==> src/rtl/ip_bus_pkg.sv <==
// Shared definitions for the bus hub slice.
//   state_e    : hub FSM state encoding (idle / waiting for slave / forced fill)
//   clog2      : ceiling log2, never less than 1 (usable for register widths)
//   decode_hit : one-channel address + qualifier compare
package ip_bus_pkg;

  typedef enum logic [1:0] {
    StIdle,
    StWait,
    StFill
  } state_e;

  // Ceiling log2 with a floor of 1 so the result is always a legal vector width.
  function automatic int unsigned clog2(input int unsigned value);
    int unsigned r;
    r = 0;
    while ((64'd1 << r) < 64'(value)) begin
      r++;
    end
    return (r == 0) ? 1 : r;
  endfunction

  // Address compare on masked bits plus the request-qualifier check. Callers
  // zero-extend narrower addresses to 32 bits.
  function automatic logic decode_hit(input logic [31:0] addr,
                                      input logic [31:0] base,
                                      input logic [31:0] mask,
                                      input logic        io,
                                      input logic        memreq,
                                      input logic        ioreq);
    logic qual;
    qual = io ? ioreq : memreq;
    return qual && ((addr & mask) == (base & mask));
  endfunction

endpackage

==> src/rtl/ip_bus_hub_if.sv <==
// Master-side bus bundle between the CPU and ip_bus_hub.
//   master : drives address, qualifiers, write, valid, wdata; receives ready/rdata
//   slave  : the hub's view (the reverse)
interface ip_bus_hub_if #(
  parameter int unsigned AW = 16,
  parameter int unsigned DW = 8
);
  logic [AW-1:0] bus_address;
  logic          bus_memreq;
  logic          bus_ioreq;
  logic          bus_write;
  logic          bus_valid;
  logic          bus_ready;
  logic [DW-1:0] bus_wdata;
  logic [DW-1:0] bus_rdata;
  logic          bus_rdata_en;

  modport master (
    output bus_address, bus_memreq, bus_ioreq, bus_write, bus_valid, bus_wdata,
    input  bus_ready, bus_rdata, bus_rdata_en
  );

  modport slave (
    input  bus_address, bus_memreq, bus_ioreq, bus_write, bus_valid, bus_wdata,
    output bus_ready, bus_rdata, bus_rdata_en
  );
endinterface

==> src/rtl/ip_bus_prio_enc.sv <==
// Priority encoder: lowest set bit of an N-bit hit vector.
//   hit : request/hit vector
//   idx : index of the lowest set bit (0 when none set)
//   any : at least one bit set
module ip_bus_prio_enc
  import ip_bus_pkg::*;
#(
  parameter int unsigned N    = 4,
  parameter int unsigned IdxW = clog2(N)
) (
  input  logic [N-1:0]    hit,
  output logic [IdxW-1:0] idx,
  output logic            any
);

  // Scan from the top down so the lowest set index is the last one written.
  always_comb begin
    idx = '0;
    any = 1'b0;
    for (int i = N - 1; i >= 0; i--) begin
      if (hit[i]) begin
        idx = IdxW'(i);
        any = 1'b1;
      end
    end
  end

endmodule

==> src/rtl/ip_bus_hub.sv <==
// Slave-side interconnect between the CPU bus master and CH peripherals.
//   clk, reset   : clock, asynchronous active-high reset
//   bus          : master bundle (slave modport); request path is combinational,
//                  read response is registered
//   ch_valid     : per-channel request valid
//   ch_ready     : per-channel ready
//   ch_rdata     : per-channel read data, channel i in [i*DW +: DW]
//   ch_rdata_en  : per-channel read strobe
//   err_unmapped : pulse when a request hitting no channel is accepted
//   err_timeout  : pulse with the forced response of a timed-out read
// Address and write data reach the slaves directly, not through this block.
module ip_bus_hub
  import ip_bus_pkg::*;
#(
  parameter int unsigned      CH      = 4,
  parameter int unsigned      AW      = 16,
  parameter int unsigned      DW      = 8,
  parameter logic [CH*AW-1:0] CH_BASE = '0,
  parameter logic [CH*AW-1:0] CH_MASK = '0,
  parameter logic [CH-1:0]    CH_IO   = '0,
  parameter int unsigned      TIMEOUT = 255,
  parameter logic [DW-1:0]    FILL    = 8'hFF
) (
  input  logic               clk,
  input  logic               reset,
  ip_bus_hub_if.slave        bus,
  output logic [CH-1:0]      ch_valid,
  input  logic [CH-1:0]      ch_ready,
  input  logic [CH*DW-1:0]   ch_rdata,
  input  logic [CH-1:0]      ch_rdata_en,
  output logic               err_unmapped,
  output logic               err_timeout
);

  localparam int unsigned IdxW = clog2(CH);
  localparam int unsigned CntW = clog2(TIMEOUT + 1);

  state_e          state_q;
  logic [IdxW-1:0] sel_q;
  logic [CntW-1:0] cnt_q;
  logic [DW-1:0]   rdata_q;
  logic            rdata_en_q;
  logic            err_to_q;

  logic [CH-1:0]   hit;
  logic [IdxW-1:0] sel;
  logic            any_hit;
  logic            qual;
  logic            idle;
  logic            accept;

  logic unused_wdata;
  assign unused_wdata = ^bus.bus_wdata;

  always_comb begin
    hit = '0;
    for (int i = 0; i < int'(CH); i++) begin
      hit[i] = decode_hit(32'(bus.bus_address), 32'(CH_BASE[i*AW +: AW]),
                          32'(CH_MASK[i*AW +: AW]), CH_IO[i], bus.bus_memreq, bus.bus_ioreq);
    end
  end

  ip_bus_prio_enc #(
    .N    (CH),
    .IdxW (IdxW)
  ) u_prio_enc (
    .hit (hit),
    .idx (sel),
    .any (any_hit)
  );

  assign qual = bus.bus_memreq | bus.bus_ioreq;
  assign idle = (state_q == StIdle);

  always_comb begin
    ch_valid = '0;
    if (idle && any_hit) begin
      ch_valid[sel] = bus.bus_valid;
    end
  end

  // Unmapped qualified requests are absorbed by the hub itself; unqualified
  // requests are never accepted.
  assign bus.bus_ready = idle & (any_hit ? ch_ready[sel] : qual);
  assign accept        = bus.bus_valid & bus.bus_ready;
  assign err_unmapped  = accept & ~any_hit;

  always_ff @(posedge clk or posedge reset) begin
    if (reset) begin
      state_q    <= StIdle;
      sel_q      <= '0;
      cnt_q      <= '0;
      rdata_q    <= '0;
      rdata_en_q <= 1'b0;
      err_to_q   <= 1'b0;
    end else begin
      // Response outputs are single-cycle; data is zero whenever the strobe is low.
      rdata_q    <= '0;
      rdata_en_q <= 1'b0;
      err_to_q   <= 1'b0;
      unique case (state_q)
        StIdle: begin
          if (accept && !bus.bus_write) begin
            if (any_hit) begin
              state_q <= StWait;
              sel_q   <= sel;
              cnt_q   <= '0;
            end else begin
              state_q <= StFill;
            end
          end
        end
        StWait: begin
          // Slave data takes priority over a coinciding timeout expiry.
          if (ch_rdata_en[sel_q]) begin
            state_q    <= StIdle;
            rdata_q    <= ch_rdata[sel_q*DW +: DW];
            rdata_en_q <= 1'b1;
          end else if (cnt_q == CntW'(TIMEOUT - 1)) begin
            state_q    <= StIdle;
            rdata_q    <= FILL;
            rdata_en_q <= 1'b1;
            err_to_q   <= 1'b1;
          end else if (cnt_q != {CntW{1'b1}}) begin
            cnt_q <= cnt_q + 1'b1;
          end
        end
        StFill: begin
          state_q    <= StIdle;
          rdata_q    <= FILL;
          rdata_en_q <= 1'b1;
        end
        default: state_q <= StIdle;
      endcase
    end
  end

  assign bus.bus_rdata    = rdata_q;
  assign bus.bus_rdata_en = rdata_en_q;
  assign err_timeout      = err_to_q;

endmodule
==> src/flat_wrapper.sv <==
// flat-port wrapper written by rule: the top's interface ports become plain ports
module ip_bus_hub_flat import ip_bus_pkg::*;
#(
  parameter int unsigned      CH      = 4,
  parameter int unsigned      AW      = 16,
  parameter int unsigned      DW      = 8,
  parameter logic [CH*AW-1:0] CH_BASE = '0,
  parameter logic [CH*AW-1:0] CH_MASK = '0,
  parameter logic [CH-1:0]    CH_IO   = '0,
  parameter int unsigned      TIMEOUT = 255,
  parameter logic [DW-1:0]    FILL    = 8'hFF
)
  (clk, reset, ch_valid, ch_ready, ch_rdata, ch_rdata_en, err_unmapped, err_timeout, bus_bus_address, bus_bus_memreq, bus_bus_ioreq, bus_bus_write, bus_bus_valid, bus_bus_wdata, bus_bus_ready, bus_bus_rdata, bus_bus_rdata_en);
  ip_bus_hub_if #(.AW(AW), .DW(DW)) bus_i ();
  input  logic clk;
  input  logic reset;
  output logic [CH-1:0] ch_valid;
  input  logic [CH-1:0] ch_ready;
  input  logic [CH*DW-1:0] ch_rdata;
  input  logic [CH-1:0] ch_rdata_en;
  output logic err_unmapped;
  output logic err_timeout;
  input wire logic [$bits(bus_i.bus_address)-1:0] bus_bus_address;
  input wire logic [$bits(bus_i.bus_memreq)-1:0] bus_bus_memreq;
  input wire logic [$bits(bus_i.bus_ioreq)-1:0] bus_bus_ioreq;
  input wire logic [$bits(bus_i.bus_write)-1:0] bus_bus_write;
  input wire logic [$bits(bus_i.bus_valid)-1:0] bus_bus_valid;
  input wire logic [$bits(bus_i.bus_wdata)-1:0] bus_bus_wdata;
  output wire logic [$bits(bus_i.bus_ready)-1:0] bus_bus_ready;
  output wire logic [$bits(bus_i.bus_rdata)-1:0] bus_bus_rdata;
  output wire logic [$bits(bus_i.bus_rdata_en)-1:0] bus_bus_rdata_en;
  assign bus_i.bus_address = bus_bus_address;
  assign bus_i.bus_memreq = bus_bus_memreq;
  assign bus_i.bus_ioreq = bus_bus_ioreq;
  assign bus_i.bus_write = bus_bus_write;
  assign bus_i.bus_valid = bus_bus_valid;
  assign bus_i.bus_wdata = bus_bus_wdata;
  assign bus_bus_ready = bus_i.bus_ready;
  assign bus_bus_rdata = bus_i.bus_rdata;
  assign bus_bus_rdata_en = bus_i.bus_rdata_en;
  ip_bus_hub #(.CH(CH), .AW(AW), .DW(DW), .CH_BASE(CH_BASE), .CH_MASK(CH_MASK), .CH_IO(CH_IO), .TIMEOUT(TIMEOUT), .FILL(FILL)) u_core (.clk(clk), .reset(reset), .bus(bus_i), .ch_valid(ch_valid), .ch_ready(ch_ready), .ch_rdata(ch_rdata), .ch_rdata_en(ch_rdata_en), .err_unmapped(err_unmapped), .err_timeout(err_timeout));
endmodule
==> config.mk <==
export PLATFORM = sky130hd
export DESIGN_NAME = ip_bus_hub_flat
export DESIGN_NICKNAME = d
export VERILOG_FILES = /design/src/rtl/ip_bus_pkg.sv /design/src/rtl/ip_bus_hub_if.sv /design/src/rtl/ip_bus_prio_enc.sv /design/src/rtl/ip_bus_hub.sv /design/src/flat_wrapper.sv
export SDC_FILE = /design/constraint.sdc
export NUM_CORES = 1
export LEC_CHECK = 0
export ABC_CLOCK_PERIOD_IN_PS = 2800
export CAP_MARGIN = 20
export CORE_MARGIN = 3
export CORE_UTILIZATION = 30
export CTS_CLUSTER_SIZE = 28
export DETAILED_ROUTE_END_ITERATION = 12
export GPL_TIMING_DRIVEN = 0
export PLACE_DENSITY = 0.74
export RECOVER_POWER = 25
export REMOVE_ABC_BUFFERS = 1
export SLEW_MARGIN = 10
export SYNTH_ARGS = -nofsm -noshare
export SYNTH_HDL_FRONTEND = slang
export SYNTH_SLANG_ARGS = --single-unit
==> constraint.sdc <==
create_clock -name clk -period 2.8 [get_ports clk]
set_input_delay 0.56 -clock clk [delete_from_list [all_inputs] [get_ports clk]]
set_output_delay 0.56 -clock clk [all_outputs]
set_load 0.03 [all_outputs]
==> impl_metrics.tcl, run 1 <==
set metrics [dict create \
    tightest_slew_ps 758 \
    synth_area_leader_cell "dfrtp_1" \
    whs_ps 536 \
    hpwlAfterDp_um 1870 \
    clockBufferDepth 2 \
    endpoint "bus_bus_ready" \
    placed_cells 181 \
    synth-main-ff-cell "dfrtp_1" \
    tritoncts.num_buffers 3 \
    vias_per_cell 5.13 \
    nNetsFinal 215 \
    crit_buf_inv 2 \
    synthCells 113 \
    rsz0062_at_grt "no" \
    leakagePower_nw 0.639 \
    rrSetupSlack_ps 870 \
    synth_edf_count 0 \
    fin_skew_ps 1.25 \
    slowest_stage "clkdlybuf4s50_1" \
    async_flop_share_pct 100 \
    grt_max_degree 21 \
    io_pins 86 \
    grt_first_pass_wirelength_um 4020 \
    dieArea_mm2 0.00451 \
    cp-start-kind "input port" \
    post_cts_buffers 0 \
    regArea_um2 500 \
    fin_crit_sh_pct 94.4 \
    synth.most_common_cell "dfrtp_1" \
    synth_xor_area_share_pct 0 \
    yosys.area_share.simple_pct 19.4 \
    finalHoldViolations 0 \
    p_total_mw 1.29 \
    yosys-top-cells-area "dfrtp_1 (45%), o21a_1 (6.7%), ha_1 (5.6%)" \
    clock_latency_ps 260 \
    start_util_pct 32.4 \
    worstSetupPathType "in2out" \
    syn-cell-area_mm2 0.00112 \
    synthMuxAreaShare_pct 2.68 \
    status "completed" \
    first_pass_iters 4 \
    clk_pin_slew_ps 80 \
    synth_commonest_cells "dfrtp_1 (20), o21a_1 (10), o21ai_0 (9)" \
    coreArea_mm2 0.00347 \
    portBuffers 28 \
    drtIter0Drc 21 \
    ys_types 37 \
    fmax_mhz 378 \
    cp.depth 4 \
    ys_ff_latch 20 \
    slew_violations 0 \
    filler_cell_count 350 \
    grt_overflow 0 \
    min_period_ps 2640 \
    crit_path_start "bus_bus_memreq" \
    synth.avg_cell_area_um2 9.93 \
    crit_required_ps 2240 \
    n_antenna_cell 0 \
    ctsHtreeMaxLevel 1 \
    cp_top_family "buffers and inverters" \
    antenna_found_initial 0 \
    r2r_cells 6 \
    synth_top_family_by_area "compound AO/OA/AOI/OAI gates" \
    gp_congestion 0.849 \
    area.growth.synth_to_final_pct 32.3 \
    holdCritPathClass "reg2reg" \
    crit_path_max_incr_delay_ps 680 \
    finalSetupViolations 0 \
    wirelength_um 2450 \
    track_usage_pct 11.6 \
    synth_compound_area_share_pct 20.6 \
    synth_top_cell_area_share_pct 44.6 \
    synthAdderAreaFrac_pct 5.57 \
    max_slew_margin_pct 49.4 \
    ir_drop_uv 409 \
    critPathArrivalTime_ps 2080 \
    cts_tree "built" \
    die_x_um 67.2 \
    r2r-start "u_core.state_q[1]" \
    multi_input_area_um2 553 \
    die_y_um 67.2 \
    hold_buffers 0 \
    critPathMostFrequentCell "clkdlybuf4s50_1" \
    rows 21 \
    cts_resized 0 \
    drv_cap 0 \
    instances_no_fill 185 \
    worstSetupEndpointType "output pin" \
    antenna_left 0 \
    yosysSeqAreaShare_pct 44.6 \
    post_drt_wl_per_cell_um 13.3 \
    setup_tns_ps 0 \
    grt_pass1_vias 924 \
    cts_sinks 20 \
    r2r_end "u_core.bus.bus_rdata[6]" \
    cts-root-buf "clkbuf_8" \
    whs_path_depth 1 \
    ys_warn_count 0 \
    crit_fanout 6 \
    crit_chain "clkdlybuf4s50_1 -> mux2i_1 -> nor2b_1 -> clkdlybuf4s50_1" \
    drive_gt1_share_pct 5.04 \
    powerDensity_mw_per_mm2 869 \
    drc 0 \
    vias 949 \
]
[report_power, final]
| part | internal [mW] | leakage, nW | switching, mW |
|---|---|---|---|
| Combinational | 0.234 | 0.330 | 0.360 |
| Clock | 0.191 | 0.0357 | 0.0993 |
| Sequential | 0.364 | 0.273 | 0.0423 |
[sequential cells by signal, indices dropped and copies added (netlist names)]
register                 cells
u_core.cnt_q                 8
u_core.bus.bus_rdata_en      1
u_core.bus.bus_rdata         8
u_core.state_q               2
u_core.err_timeout           1
[placed cells by master, fill, tap and decap left out, types with 3 or more instances in the layout]
| cell | synthesis | routed |
|---|---|---|
| and3_1 | 3 | 3 |
| clkbuf_8 | 0 | 3 |
| clkdlybuf4s50_1 | 0 | 27 |
| conb_1 | 1 | 3 |
| dfrtp_1 | 20 | 20 |
| ha_1 | 5 | 5 |
| inv_1 | 6 | 6 |
| mux2i_1 | 3 | 3 |
| nand2_1 | 4 | 4 |
| nand2b_1 | 4 | 4 |
| nand3_1 | 4 | 4 |
| nand4_1 | 4 | 4 |
| o21a_1 | 10 | 10 |
| o21ai_0 | 9 | 9 |
| o21ai_1 | 4 | 4 |
| o31ai_1 | 3 | 3 |
[layout make-up]
type / instances / area share, %
Clock buffer: 3 / 2.78
Timing Repair Buffer: 28 / 18.9
Sequential cell: 20 / 33.7
Clock inverter: 1 / 2.02
Inverter: 6 / 1.52
Tap cell: 46 / 3.88
Multi-Input combinational cell: 81 / 37.2
[through the flow]
step                      util [%]  setup WS [ps]  instance area, µm²
after floorplan                  -           1030                1080
after global placement        40.8            193                1410
after detailed placement      40.8            166                1410
after CTS                     42.8            149                1490
after global routing          42.8           91.3                1490
final                         42.8            158                1490
[metal layers]
metal  global-route usage [%]  share of wire (%)  wire, µm  vias up
met5                        0                  0         0        -
met1                     14.5                 44      1080      459
li1                         -                  -         -      457
met3                     2.16                4.6       113        6
met2                     19.0                 50      1220       27
met4                     5.82                1.8        43        0
[how the worst min path moves through the flow]
| stage | slack, ps | start | to |
|---|---|---|---|
| final | 540 | u_core.cnt_q[4] | u_core.cnt_q[4] |
| after global routing | 560 | u_core.cnt_q[4] | u_core.cnt_q[4] |
| after CTS | 540 | u_core.cnt_q[4] | u_core.cnt_q[4] |
| after detailed placement | 520 | u_core.cnt_q[4] | u_core.cnt_q[4] |
| after global placement | 500 | u_core.cnt_q[0] | u_core.cnt_q[0] |
| after floorplan | 480 | u_core.cnt_q[4] | u_core.cnt_q[4] |
[logic make-up after synthesis]
logic type      after synthesis
other cells                   1
mux                           3
flops                        20
fa+ha+maj                     5
compound gates               35
simple gates                 35
buf+inv                      14
No activity file was read; power rests on OpenSTA's default activity.
==> run 2, diff against run 1 <==
CORE_UTILIZATION = 36   (was 30)
PLACE_DENSITY = 0.86   (was 0.74)
==> impl_metrics.tcl, run 2 (same netlist as run 1, synthesis figures left out) <==
set metrics [dict create \
    max_slew_margin_pct 50.1 \
    critPathMostFrequentCell "clkdlybuf4s50_1" \
    finalSetupViolations 0 \
    cts_tree "built" \
    vias_per_cell 5.72 \
    dieArea_mm2 0.00382 \
    intPower_mw 0.678 \
    min_period_ps 2620 \
    regArea_um2 500 \
    sequentialPowerShare_pct 34.7 \
    rsz0062_at_grt "no" \
    placed_cells 166 \
    slowest_stage "clkdlybuf4s50_1" \
    worstSetupPathType "in2out" \
    holdCritPathClass "reg2reg" \
    n_antenna_cell 0 \
    p_switching_mw 0.500 \
    clk_pin_slew_ps 110 \
    failed_checks "design-rule violations" \
    min_from "u_core.cnt_q[0]" \
    pre_cts_ws_ps 179 \
    hpwlAfterDp_um 1950 \
    met1Wirelength_um 1110 \
    portBuffers 28 \
    instances_no_fill 170 \
    dr_wl_met2_um 1290 \
    drive_gt1_share_pct 5.04 \
    cts-root-buf "clkbuf_4" \
    setup_ws_ps 176 \
    layout_common_cells "clkdlybuf4s50_1 (27), dfrtp_1 (20), o21a_1 (10), o21ai_0 (9), inv_1 (6)" \
    io_pins 86 \
    power_frac_comb_pct 51.3 \
    fin_crit_sh_pct 93.7 \
    cts_sinks 20 \
    ctsHtreeMaxLevel 1 \
    grt_max_degree 21 \
    ir_drop_uv 422 \
    crit_chain "clkdlybuf4s50_1 -> mux2i_1 -> nor2b_1 -> clkdlybuf4s50_1" \
    coreArea_mm2 0.00285 \
    status "finished with violations" \
    start_util_pct 39.3 \
    maxUsedRoutingLayer "met4" \
    nNetsFinal 215 \
    whs_path_depth 1 \
    powerDensity_mw_per_mm2 823 \
    holdPathEnd "u_core.cnt_q[0]" \
    clock_latency_ps 290 \
    tightest_slew_ps 748 \
    crit_fanout 6 \
    final_common_cell "clkdlybuf4s50_1" \
    cp-start-kind "input port" \
    crit_path_max_incr_delay_ps 680 \
    grt_pass1_vias 939 \
    antenna_left 0 \
    post_drt_wl_per_cell_um 15.0 \
    die_y_um 61.8 \
    rrSetupSlack_ps 750 \
    drc 1 \
    r2r_cells 6 \
    p_total_mw 1.18 \
    post_cts_buffers 0 \
    drv_cap 0 \
    first_pass_iters 8 \
    dr_wl_met3_um 130 \
    crit_required_ps 2240 \
    antenna_found_initial 0 \
    gp_congestion 0.813 \
    hold_buffers 0 \
    fmax_mhz 381 \
    critPathArrivalTime_ps 2060 \
    vias 973 \
    worstSetupEndpointType "output pin" \
    clockBufferDepth 2 \
    fin_skew_ps 4.75 \
    tritoncts.num_buffers 3 \
    grt_first_pass_wirelength_um 4370 \
    clkPwrFrac_pct 14.0 \
    filler_cell_count 268 \
    die_x_um 61.8 \
    track_usage_pct 15.0 \
    cts_resized 0 \
    multi_input_area_um2 553 \
    drtIter0Drc 27 \
    wirelength_um 2540 \
    whs_ps 542 \
    finalHoldViolations 0 \
    leakagePower_nw 0.624 \
    grt_overflow 0 \
    area.growth.synth_to_final_pct 27.5 \
    rows 19 \
    r2r-start "u_core.state_q[1]" \
    setup_tns_ps 0 \
    p_sw_share_pct 42.4 \
    slew_violations 0 \
    r2r_end "u_core.bus.bus_rdata[7]" \
]
==> run 2: worst max-delay path by stage <==
stage | start | to | slack [ps]
floorplan | u_core.state_q[0] | bus_bus_ready | 1030
global placement | bus_bus_memreq | bus_bus_ready | 200
detailed placement | bus_bus_memreq | bus_bus_ready | 180
CTS | bus_bus_memreq | bus_bus_ready | 160
global route | u_core.state_q[0] | err_unmapped | 30
finish | bus_bus_memreq | bus_bus_ready | 180
==> run 2: layout make-up <==
cell class	instances	area share [%]
multi-input cells	81	38.6
flip-flops and latches	20	35.0
repair buffers	28	19.6
well taps	31	2.71
clock buffers	4	2.53
inverters	6	1.57
==> run 2: worst max-delay path, delay by kind of cell <==
family	cells	cell delay, ps
buffers and inverters	2	1260
AND/OR/NAND/NOR	1	130
multiplexers	1	120
==> run 2: stage by stage <==
step / area (µm²) / util (%)
after detailed placement: 1400 / 48.9
after floorplan: 1080 / -
after global routing: 1430 / 50.2
after global placement: 1400 / 48.9
final: 1430 / 50.2
after CTS: 1430 / 50.2
==> run 2: power groups by stage <==
| stage | Clock (mW) | Sequential [mW] | Combinational, mW |
|---|---|---|---|
| detailed placement | 0 | 0.415 | 0.600 |
| floorplan | 0 | 0.504 | 0.289 |
| global placement | 0 | 0.408 | 0.574 |
| global route | 0.180 | 0.418 | 0.660 |
| CTS | 0.168 | 0.408 | 0.605 |
| finish | 0.165 | 0.408 | 0.604 |
==> run 2: per-layer routing <==
metal  track usage [%]  vias to the layer above
li1                  -                      460
met1              20.4                      478
met2              25.7                       33
met3              2.69                        2
met4              1.82                        0
met5                 0                        -
